### src/rtl/typepkg.sv
// Shared types and constants for the OAM DMA arbiter.
//   dma_state_t   : arbiter FSM state encoding
//   DMA_TRIG_ADDR : CPU write address that starts a DMA transfer
//   OAM_DATA_ADDR : destination address every DMA byte is written to
package typepkg;

   typedef enum logic [2:0] {
      ST_IDLE,
      ST_HALT,
      ST_ALIGN,
      ST_READ,
      ST_WRITE
   } dma_state_t;

   localparam logic [15:0] DMA_TRIG_ADDR = 16'h4014;
   localparam logic [15:0] OAM_DATA_ADDR = 16'h2004;

endpackage

### src/rtl/oam_dma_arbiter.sv
// OAM DMA arbiter: shares the system bus between the CPU and a 256-byte
// sprite DMA engine. A CPU write of a page number to DMA_TRIG_ADDR halts
// the CPU and copies {page,00}..{page,FF} to OAM_DATA_ADDR, one Read/Write
// pair per byte, with an extra Align cycle when the halt lands on an odd
// parity cycle.
// Ports:
//   i_clk, i_n_reset           : clock, synchronous active-low reset
//   i_cpu_addr/dout/we         : CPU bus request
//   o_cpu_rdy                  : 1 = CPU may advance
//   o_bus_addr/dout/we         : shared system bus drive
//   i_bus_din                  : shared system bus read data
//   o_dma_busy                 : 1 while the DMA owns the bus
//   o_parity                   : free-running cycle parity, exported for reuse
module oam_dma_arbiter
   import typepkg::*;
(
   input  logic        i_clk,
   input  logic        i_n_reset,
   input  logic [15:0] i_cpu_addr,
   input  logic [7:0]  i_cpu_dout,
   input  logic        i_cpu_we,
   output logic        o_cpu_rdy,
   output logic [15:0] o_bus_addr,
   output logic [7:0]  o_bus_dout,
   output logic        o_bus_we,
   input  logic [7:0]  i_bus_din,
   output logic        o_dma_busy,
   output logic        o_parity
);

   dma_state_t r_state;
   logic [7:0] r_page;
   logic [7:0] r_cnt;
   logic [7:0] r_data;
   logic       r_parity;

   logic       w_trig;
   logic       w_idle;

   assign w_trig   = i_cpu_we && (i_cpu_addr == DMA_TRIG_ADDR);
   // Reset forces Idle outputs immediately, so an aborted transfer cannot
   // emit another write strobe in the reset cycle itself.
   assign w_idle   = (r_state == ST_IDLE) || !i_n_reset;
   assign o_parity = r_parity;

   always_ff @(posedge i_clk) begin
      if (!i_n_reset) begin
         r_state  <= ST_IDLE;
         r_page   <= '0;
         r_cnt    <= '0;
         r_data   <= '0;
         r_parity <= 1'b0;
      end else begin
         r_parity <= ~r_parity;
         case (r_state)
            ST_IDLE: begin
               if (w_trig) begin
                  r_page  <= i_cpu_dout;
                  r_cnt   <= '0;
                  r_state <= ST_HALT;
               end
            end
            ST_HALT:  r_state <= r_parity ? ST_ALIGN : ST_READ;
            ST_ALIGN: r_state <= ST_READ;
            ST_READ: begin
               r_data  <= i_bus_din;
               r_state <= ST_WRITE;
            end
            ST_WRITE: begin
               r_cnt   <= r_cnt + 8'd1;
               r_state <= (r_cnt == 8'hFF) ? ST_IDLE : ST_READ;
            end
            default: r_state <= ST_IDLE;
         endcase
      end
   end

   always_comb begin
      o_cpu_rdy  = 1'b1;
      o_dma_busy = 1'b0;
      o_bus_addr = i_cpu_addr;
      o_bus_dout = i_cpu_dout;
      o_bus_we   = i_cpu_we;
      if (!w_idle) begin
         o_cpu_rdy  = 1'b0;
         o_dma_busy = 1'b1;
         o_bus_we   = 1'b0;
         case (r_state)
            ST_READ: begin
               o_bus_addr = {r_page, r_cnt};
               o_bus_dout = r_data;
            end
            ST_WRITE: begin
               o_bus_addr = OAM_DATA_ADDR;
               o_bus_dout = r_data;
               o_bus_we   = 1'b1;
            end
            default: begin
               o_bus_addr = i_cpu_addr;
               o_bus_dout = i_cpu_dout;
            end
         endcase
      end
   end

endmodule
### config.mk
export PLATFORM = sky130hd
export DESIGN_NAME = oam_dma_arbiter
export DESIGN_NICKNAME = d
export VERILOG_FILES = /design/src/rtl/typepkg.sv /design/src/rtl/oam_dma_arbiter.sv
export SDC_FILE = /design/constraint.sdc
export NUM_CORES = 1
export LEC_CHECK = 0
export CAP_MARGIN = 10
export CORE_ASPECT_RATIO = 0.5
export CORE_MARGIN = 2
export CORE_UTILIZATION = 43
export CTS_CLUSTER_SIZE = 12
export DETAILED_ROUTE_END_ITERATION = 7
export HOLD_SLACK_MARGIN = 0.06
export PLACE_DENSITY = 0.79
export SLEW_MARGIN = 15
export SYNTH_ARGS = -nofsm -noshare
export SYNTH_HDL_FRONTEND = slang
export SYNTH_SLANG_ARGS = --single-unit
export TNS_END_PERCENT = 30
### constraint.sdc
create_clock -name i_clk -period 2.1 [get_ports i_clk]
set_clock_uncertainty 0.1 [all_clocks]
set_input_delay 0.21 -clock i_clk [delete_from_list [all_inputs] [get_ports i_clk]]
set_output_delay 0.21 -clock i_clk [all_outputs]
set_load 0.03 [all_outputs]
Yosys cells after proc, flatten, opt, wreduce, memory -nomap -nowiden
Cells that the tools add are included.

Bits in registers: 28. Input port bits: 35. Word-level logic and storage cells: 36.

Add/sub/neg operators: 1. Equal/unequal tests: 7. Muxes and demuxes: 14. Bitwise operators: 1. Reduce and logical (&&, ||, !) cells: 8.

Operators by type and width (number): $pmux W16 S2 (1); $mux W8 (3); $eq A16 B15 Y1 const B (1); $mux W16 (1); $pmux W8 S2 (1); $pmux W3 S5 (1); $add A8 B1 Y8 const B (1); $eq A8 B8 Y1 const B (1); $eq A3 B2 Y1 const B (2); $mux W1 (5); $reduce_and A2 Y1 (2); $eq A3 B1 Y1 const B (1); $eq A3 B3 Y1 const B (1); $logic_not A3 Y1 (1); $mux W3 (1); $mux W2 (1); $ne A2 B2 Y1 const B (1); $reduce_bool A2 Y1 (1); $reduce_or A2 Y1 (1); $logic_and A1 B1 Y1 (1); $logic_not A1 Y1 (1); $logic_or A1 B1 Y1 (1); $not A1 Y1 (1).

Logic depth before layout (Yosys ltp)
Gate-level depths: netlist (run 1).

Depth in word-level cells: 4. Depth in mapped cells: 6. Gate-level depth less buffers: 4.

Worst setup path after synthesis (run 1)
Ideal clock, no wire load.

Path type: reg2out. Start: register r_state[0]. End: output o_dma_busy. Data arrival time: 1.832 ns. Setup slack: -0.042 ns. Stages on the path, launching flop included: 5. Cells stage by stage: dfxtp_1 > buf_6 > or2_2 > o21ai_0 > inv_1.

Word-level cells in the longest chain between the ends: 3.

Ends and longest elaborated chain: from (decl) (RTL line oam_dma_arbiter.sv:31) `dma_state_t r_state;`; from (signal assigned) (RTL line oam_dma_arbiter.sv:63) `ST_HALT: r_state <= r_parity ? ST_ALIGN : ST_READ;`; from (signal assigned) (RTL line oam_dma_arbiter.sv:71) `r_state <= (r_cnt == 8'hFF) ? ST_IDLE : ST_READ;`; $logic_not A3 Y1 (RTL line oam_dma_arbiter.sv:43) `assign w_idle = (r_state == ST_IDLE) || !i_n_reset;`; $logic_or A1 B1 Y1 (RTL line oam_dma_arbiter.sv:43); $mux W1 (RTL line oam_dma_arbiter.sv:84) `if (!w_idle) begin`; to (decl) (RTL line oam_dma_arbiter.sv:27) `output logic o_dma_busy,`.

Every way passes these cells.

Worst setup path after layout (run 1)
Start: register r_state[2]. End: output o_bus_dout[7].

Word-level cells in the longest chain between the ends: 4.

Ends and longest elaborated chain: $eq A3 B3 Y1 / $eq A3 B2 Y1 (equally long branches) (RTL line oam_dma_arbiter.sv:88) `case (r_state)`; $reduce_or A2 Y1 (no source line); $mux W8 (RTL line oam_dma_arbiter.sv:88); $mux W8 * (RTL line oam_dma_arbiter.sv:84); to (decl) (RTL line oam_dma_arbiter.sv:24) `output logic [7:0] o_bus_dout,`.

Mark *: on every way between the ends. The rest lies on a longest branch, timed or not.

==> impl_results.md, run 1 <==
* Run status: finished clean
* Post-Route WL at 4420 um
* Clock buffer depth at 2
* Remaining Overflow, GRT at 0
* Slowest cell on crit path: dfxtp_2
* HP Class: flip-flop to flip-flop
* Final worst setup slack at about 0.05 ns
* Synth async-reset ratio at 0%
* Via count at 1673
* Maximum vdd drop at 0.276 mV
* Worst setup EP type: primary output
* Root buf cell: clkbuf_8
* Crit path DAT at about 1.7 ns
* Vias per inst at 5.58
* RD Place Congestion at 0.836
* Final Hold Violating Endpoints at 0
* Die area at 0.00426 mm2
* Drt drc at 0
* EDFF count, synth at 0
* 1st-pass router iterations at 4
* CP Class: flip-flop to primary output
* Detailed placer's ending HPWL at between 3000 and 4000 um
* First-pass GRT wire length at 7230 um
* Rows at 15
* Crit share post-route at between 90% and 100%
* Layout Nets at 286
* Max-slew headroom at ~69%
* Final-report setup violation count at 0
* Yosys warnings at 0
* Reg clk slew, reported paths at 0.10 ns
* Ys flop type: dfxtp_1
* Core ar. at 0.00351 mm2
* Syn avg cell area at 8.91 um2
* CTS HTree Levels at 1
* Crit start category: flip-flop
* Max Cap Violations at 0
* FF+latch count, synth at 28
* Port buffer count at 62
* Sequential share of the synthesized area at a little over a third
* Ratio of cells with drive above 1 in the final layout at between 20% and 30%
* Die width at 90.4 um
* Gr usage total at 21.4%
* Measured slew at the worst slew-check pin at between 0.4 and 0.5 ns
* # diodes at 0
* Post-place instance area at 0.00228 mm2
* RSZ-0062 raised after global routing: yes
* Routed len/inst at ~15 um
* Critical-path maximum fanout at 8
* Layout filler cell count at ~290
* P&R area growth vs syn at 48.7%
* Syn Inst Count at 180
* Starting Density at 45.7%
* Starting DRT DRC Count at 71
* Worst hold slack at 0.346 ns
* Most frequent cells in the layout: clkdlybuf4s50_1, buf_4, dfxtp_1
* Die height at 47.2 um
* Leakage at 1.02 nW
* Design area at ~0.0024 mm2
* Initial antenna violation count at 0
* Synth cell types at 42
* Min Tclk post-route at 2.05 ns
* CTS buffer count at 3
* CTS tree: built
* Largest net degree at the start of global routing at 25
* Max stage delay on crit path at approximately 0.34 ns
* Crit-path cells: nand3b_1 > a21o_4 > buf_4 > mux2_2 > buf_4
* Fmax at 488 MHz
* Clk Latency, worst-skew pair at 0.28 ns
* CTS Sinks at 28
* Worst EP required at 1.79 ns
* Antenna-violating nets left at 0
* Post-synth net total at 216
* Synthesized area at 0.00160 mm2
* Leading cell type in the layout, fill and taps excluded: clkdlybuf4s50_1
* Pwr dens at 667 mW/mm2
* Number of global-route vias before repair at 1520
* Pre-CTS WS at -0.303 ns
* R2R setup slack at 0.35 ns
* Max-slew violations at 0
* Most used cell, CP: buf_4
* IO Pins at 63
* Total power at 0.00159 W
==> logic make-up (layout without fill, tap and decap cells) <==
family / Yosys count / count (layout) / synth area share, %
adders and majority gates: 1 / 1 / 0.780
xor gates and xnor gates: 5 / 5 / 2.73
buffers and inverters: 18 / 87 / 6.71
DFF: 28 / 28 / 34.9
AOI/OAI and AO/OA: 52 / 52 / 22.0
and+or+nand+nor: 60 / 60 / 20.8
muxes: 16 / 16 / 12.0
==> worst max-delay path, delay by kind of cell (launching register included) <==
family / cells / cell delay, ns
and+or+nand+nor: 1 / 0.21
muxes: 1 / 0.26
buffers and inverters: 2 / 0.33
DFF: 1 / 0.34
AOI/OAI and AO/OA: 1 / 0.31
==> cell type report <==
| type | instances | area [um2] | share of cell area (%) |
|---|---|---|---|
| clock buffer | 3 | 41.3 | 1.73 |
| tap | 51 | 63.8 | 2.68 |
| multi-input combinational | 134 | 946 | 39.7 |
| sequential | 28 | 564 | 23.7 |
| inverter | 3 | 11.3 | 0.472 |
| clock inverter | 1 | 30.0 | 1.26 |
| timing repair buffer | 80 | 728 | 30.5 |
==> through the flow <==
stage / utilization (%) / instances / TNS [ns]
floorplan: - / 180 / 0
global placement: 65.0 / 296 / -2.03
detailed placement: 65.0 / 296 / -1.93
CTS: 67.3 / 300 / 0
global route: 68.0 / 300 / -0.0490
finish: 68.0 / 300 / 0
==> where the power goes <==
group          switching, W  internal (W)  leakage (nW)
Clock              0.000178      0.000256        0.0357
Sequential        0.0000203      0.000554         0.227
Combinational      0.000315      0.000268         0.758
==> synthesized netlist by cell type (5+ instances only) <==
| library cell | count | area share, % |
|---|---|---|
| a21oi_1 | 13 | 4.1 |
| a22o_1 | 14 | 7.6 |
| and3_1 | 7 | 2.7 |
| buf_2 | 5 | 1.6 |
| clkbuf_1 | 5 | 1.2 |
| dfxtp_1 | 28 | 35 |
| mux2_4 | 6 | 5.6 |
| mux2i_1 | 8 | 5.0 |
| nand2_1 | 7 | 1.6 |
| nand4_1 | 12 | 4.7 |
| nor2_1 | 14 | 3.3 |
| o21ai_0 | 12 | 3.7 |
==> state kept, by name, summed over array words and instances, names as in the netlist <==
name / count
r_cnt: 8
r_data: 8
r_page: 8
r_state: 3
o_parity: 1
==> metal layers <==
layer  up-vias  GRT usage (%)  share of wire (%)
met4         0           5.54               0.66
met1       806           28.2                 46
li1        815              -                  -
met5         -              0                  0
met2        50           38.0                 48
met3         2           4.01                4.7
==> worst paths after layout <==
kind / from / end / cells after the start
worst min-delay path: o_parity / o_parity / 1
worst max-delay path: r_state[2] / o_bus_dout[7] / 5
worst max register to register: r_state[0] / r_cnt[7] / 5
worst min register to register: o_parity / o_parity / 1
==> repair_timing <==
item	in CTS	in global routing
hold buffers	0	0
resized for setup	22	8
buffers inserted	0	0
pin swaps	0	1
endpoints found under the hold margin	0	0
endpoints found under the setup margin	24	23
Power figures use the tool's default switching activity.
==> run 2: changes to the inputs <==
==> constraint.sdc (replaced) <==
create_clock -name i_clk -period 2.1 [get_ports i_clk]
set_clock_uncertainty 0.1 [all_clocks]
set_input_delay 0.63 -clock i_clk [delete_from_list [all_inputs] [get_ports i_clk]]
set_output_delay 0.63 -clock i_clk [all_outputs]
set_load 0.03 [all_outputs]
==> impl_results.md, run 2 (synthesized netlist as in run 1, its figures left out) <==
* P&R area growth vs syn at 70.6%
* Max-slew violations at 0
* Internal Power at 0.00107 W
* Via count at approximately 1.8k
* Crit path DAT at 1.74 ns
* Max-slew headroom at 64.1%
* Starting DRT DRC Count at 125
* Leading cell type in the layout, fill and taps excluded: buf_4
* Design area at 0.00274 mm2
* Placed cells at 311
* Hold-fix buffers, CTS at 0
* Pre-CTS WS at -0.773 ns
* Most frequent cells in the layout: buf_4, clkdlybuf4s50_1, dfxtp_1
* Detailed placer's ending HPWL at 3710 um
* Vias per inst at 5.70
* Port buffer count at 62
* RD Place Congestion at between 0.8 and 0.9
* Drt drc at 0
* CTS tree: built
* Final-report setup violation count at 25
* Starting Density at 45.7%
* Gr usage total at 22.4%
* CTS Sinks at 28
* Layout filler cell count at 231
* Regs by FF count: r_cnt: 8 flops, r_data: 8 flops, r_page: 8 flops
* Antenna-violating nets left at 0
* Ratio of cells with drive above 1 in the final layout at 39.9%
* RSZ-0062 raised after global routing: yes
* R2R setup slack at 0.34 ns
* Register area at 569 um2
* Reg2reg end: r_page[7]
* Remaining Overflow, GRT at 0
* # diodes at 0
* CTS HTree Levels at 1
* Initial antenna violation count at 0
* Die height at 47.2 um
* CP Class: flip-flop to primary output
* Clock buffer depth at 2
* Min Tclk post-route at 2.47 ns
* Measured slew at the worst slew-check pin at 0.536 ns
* Rows at 15
* 1st-pass router iterations at 5
* First-pass GRT wire length at around 7500 um
* Multi-input gate area at 0.00109 mm2
* Layout Nets at 305
* CTS buffer count at 3
* Failing checks: setup timing
* Largest net degree at the start of global routing at 16
* Final Hold Violating Endpoints at 0
* Post-Route WL at 5330 um
* Fin cells at around 320
* Routed len/inst at 16.7 um
* NetSw at 0.000559 W
* R2r startpoint: r_state[0]
* Core ar. at between 0.003 and 0.004 mm2
* Crit start category: flip-flop
* Reg clk slew, reported paths at 0.10 ns
* Setup tns final at -8.39 ns
* Run status: finished with violations
* Die area at 0.00426 mm2
* Worst EP required at 1.37 ns
* Clk Latency, worst-skew pair at 0.28 ns
* Clock share of power at 20.7%
* Worst hold slack at 0.342 ns
* Maximum vdd drop at 0.281 mV
* Crit share post-route at 118%
* Pwr dens at a little under 600 mW/mm2
* Leakage at 1.18 nW
* Worst setup EP type: primary output
* Number of global-route vias before repair at 1565
* Fmax at 404 MHz
* Crit path to: o_bus_dout[4]
* Logic gate share of total power at 43.0%
* Post-place instance area at 0.00249 mm2
* Critical-path maximum fanout at 5
* Final worst setup slack at -0.375 ns
* Die width at 90.4 um
* Critical path launch point: r_state[2]
* HP Class: flip-flop to flip-flop
* IO Pins at 63
* Reg2Reg Depth at 6
* Root buf cell: clkbuf_8
* Switching Share at between 30% and 40%
* Max Cap Violations at 0
* Sequential share of power at between 30% and 40%
-- run 2: changes by cell type in the layout (fill, tap and decap cells not counted), moves of 6 or more --
cell / previous run / this run
a22o_4: 0 / 10
clkdlybuf4s15_2: 6 / 0
a22o_1: 14 / 4
buf_6: 4 / 20
buf_4: 33 / 42
-- run 2: layout make-up --
cell class              count  area share [%]
well taps                  51            2.33
flip-flops and latches     28            20.8
repair buffers             99            34.0
clock buffers               4            2.01
inverters                   3           0.869
multi-input cells         134            40.0
-- run 2: what timing repair did --
| item | 4_1_cts | 5_1_grt |
|---|---|---|
| gates resized for setup | 13 | 32 |
| setup buffers | 0 | 3 |
| endpoints found under the hold margin | 0 | 0 |
| cloned | 0 | 1 |
| pin swaps | 1 | 4 |
| setup endpoints to repair | 29 | 43 |
-- run 2: how the worst min path moves through the flow --
stage,startpoint,cells after the start,endpoint
final,o_parity,1,o_parity
after floorplan,r_page[5],2,r_page[5]
after detailed placement,o_parity,1,o_parity
after global routing,o_parity,1,o_parity
after global placement,o_parity,1,o_parity
after CTS,o_parity,1,o_parity
-- run 2: metal layers --
| layer | GRT usage, % | wire length, um |
|---|---|---|
| met3 | 3.69 | 327 |
| met2 | 42.0 | 2730 |
| met5 | 0 | 0 |
| met1 | 28.7 | 2220 |
| met4 | 4.92 | 47 |
-- run 2: critical path, stage by stage, from the launching register on --
cell       delay [ns]
dfxtp_2          0.35
nand3b_1         0.24
a21o_4           0.28
clkbuf_16        0.16
mux2_4           0.29
buf_6            0.14
-- run 2: stage by stage --
step / util (%) / total power (W)
2_1_floorplan: - / 0.000951
3_3_place_gp: 70.9 / 0.00119
3_5_place_dp: 70.9 / 0.00120
4_1_cts: 72.9 / 0.00156
5_1_grt: 78.0 / 0.00170
6_report: 78.0 / 0.00163
-- run 2: power groups by stage --
stage	sequential [W]	combinational (W)	clock (W)
after floorplan	0.000572	0.000379	0
after CTS	0.000578	0.000637	0.000347
after global placement	0.000582	0.000605	0
after detailed placement	0.000585	0.000619	0
final	0.000590	0.000701	0.000338
after global routing	0.000595	0.000739	0.000366
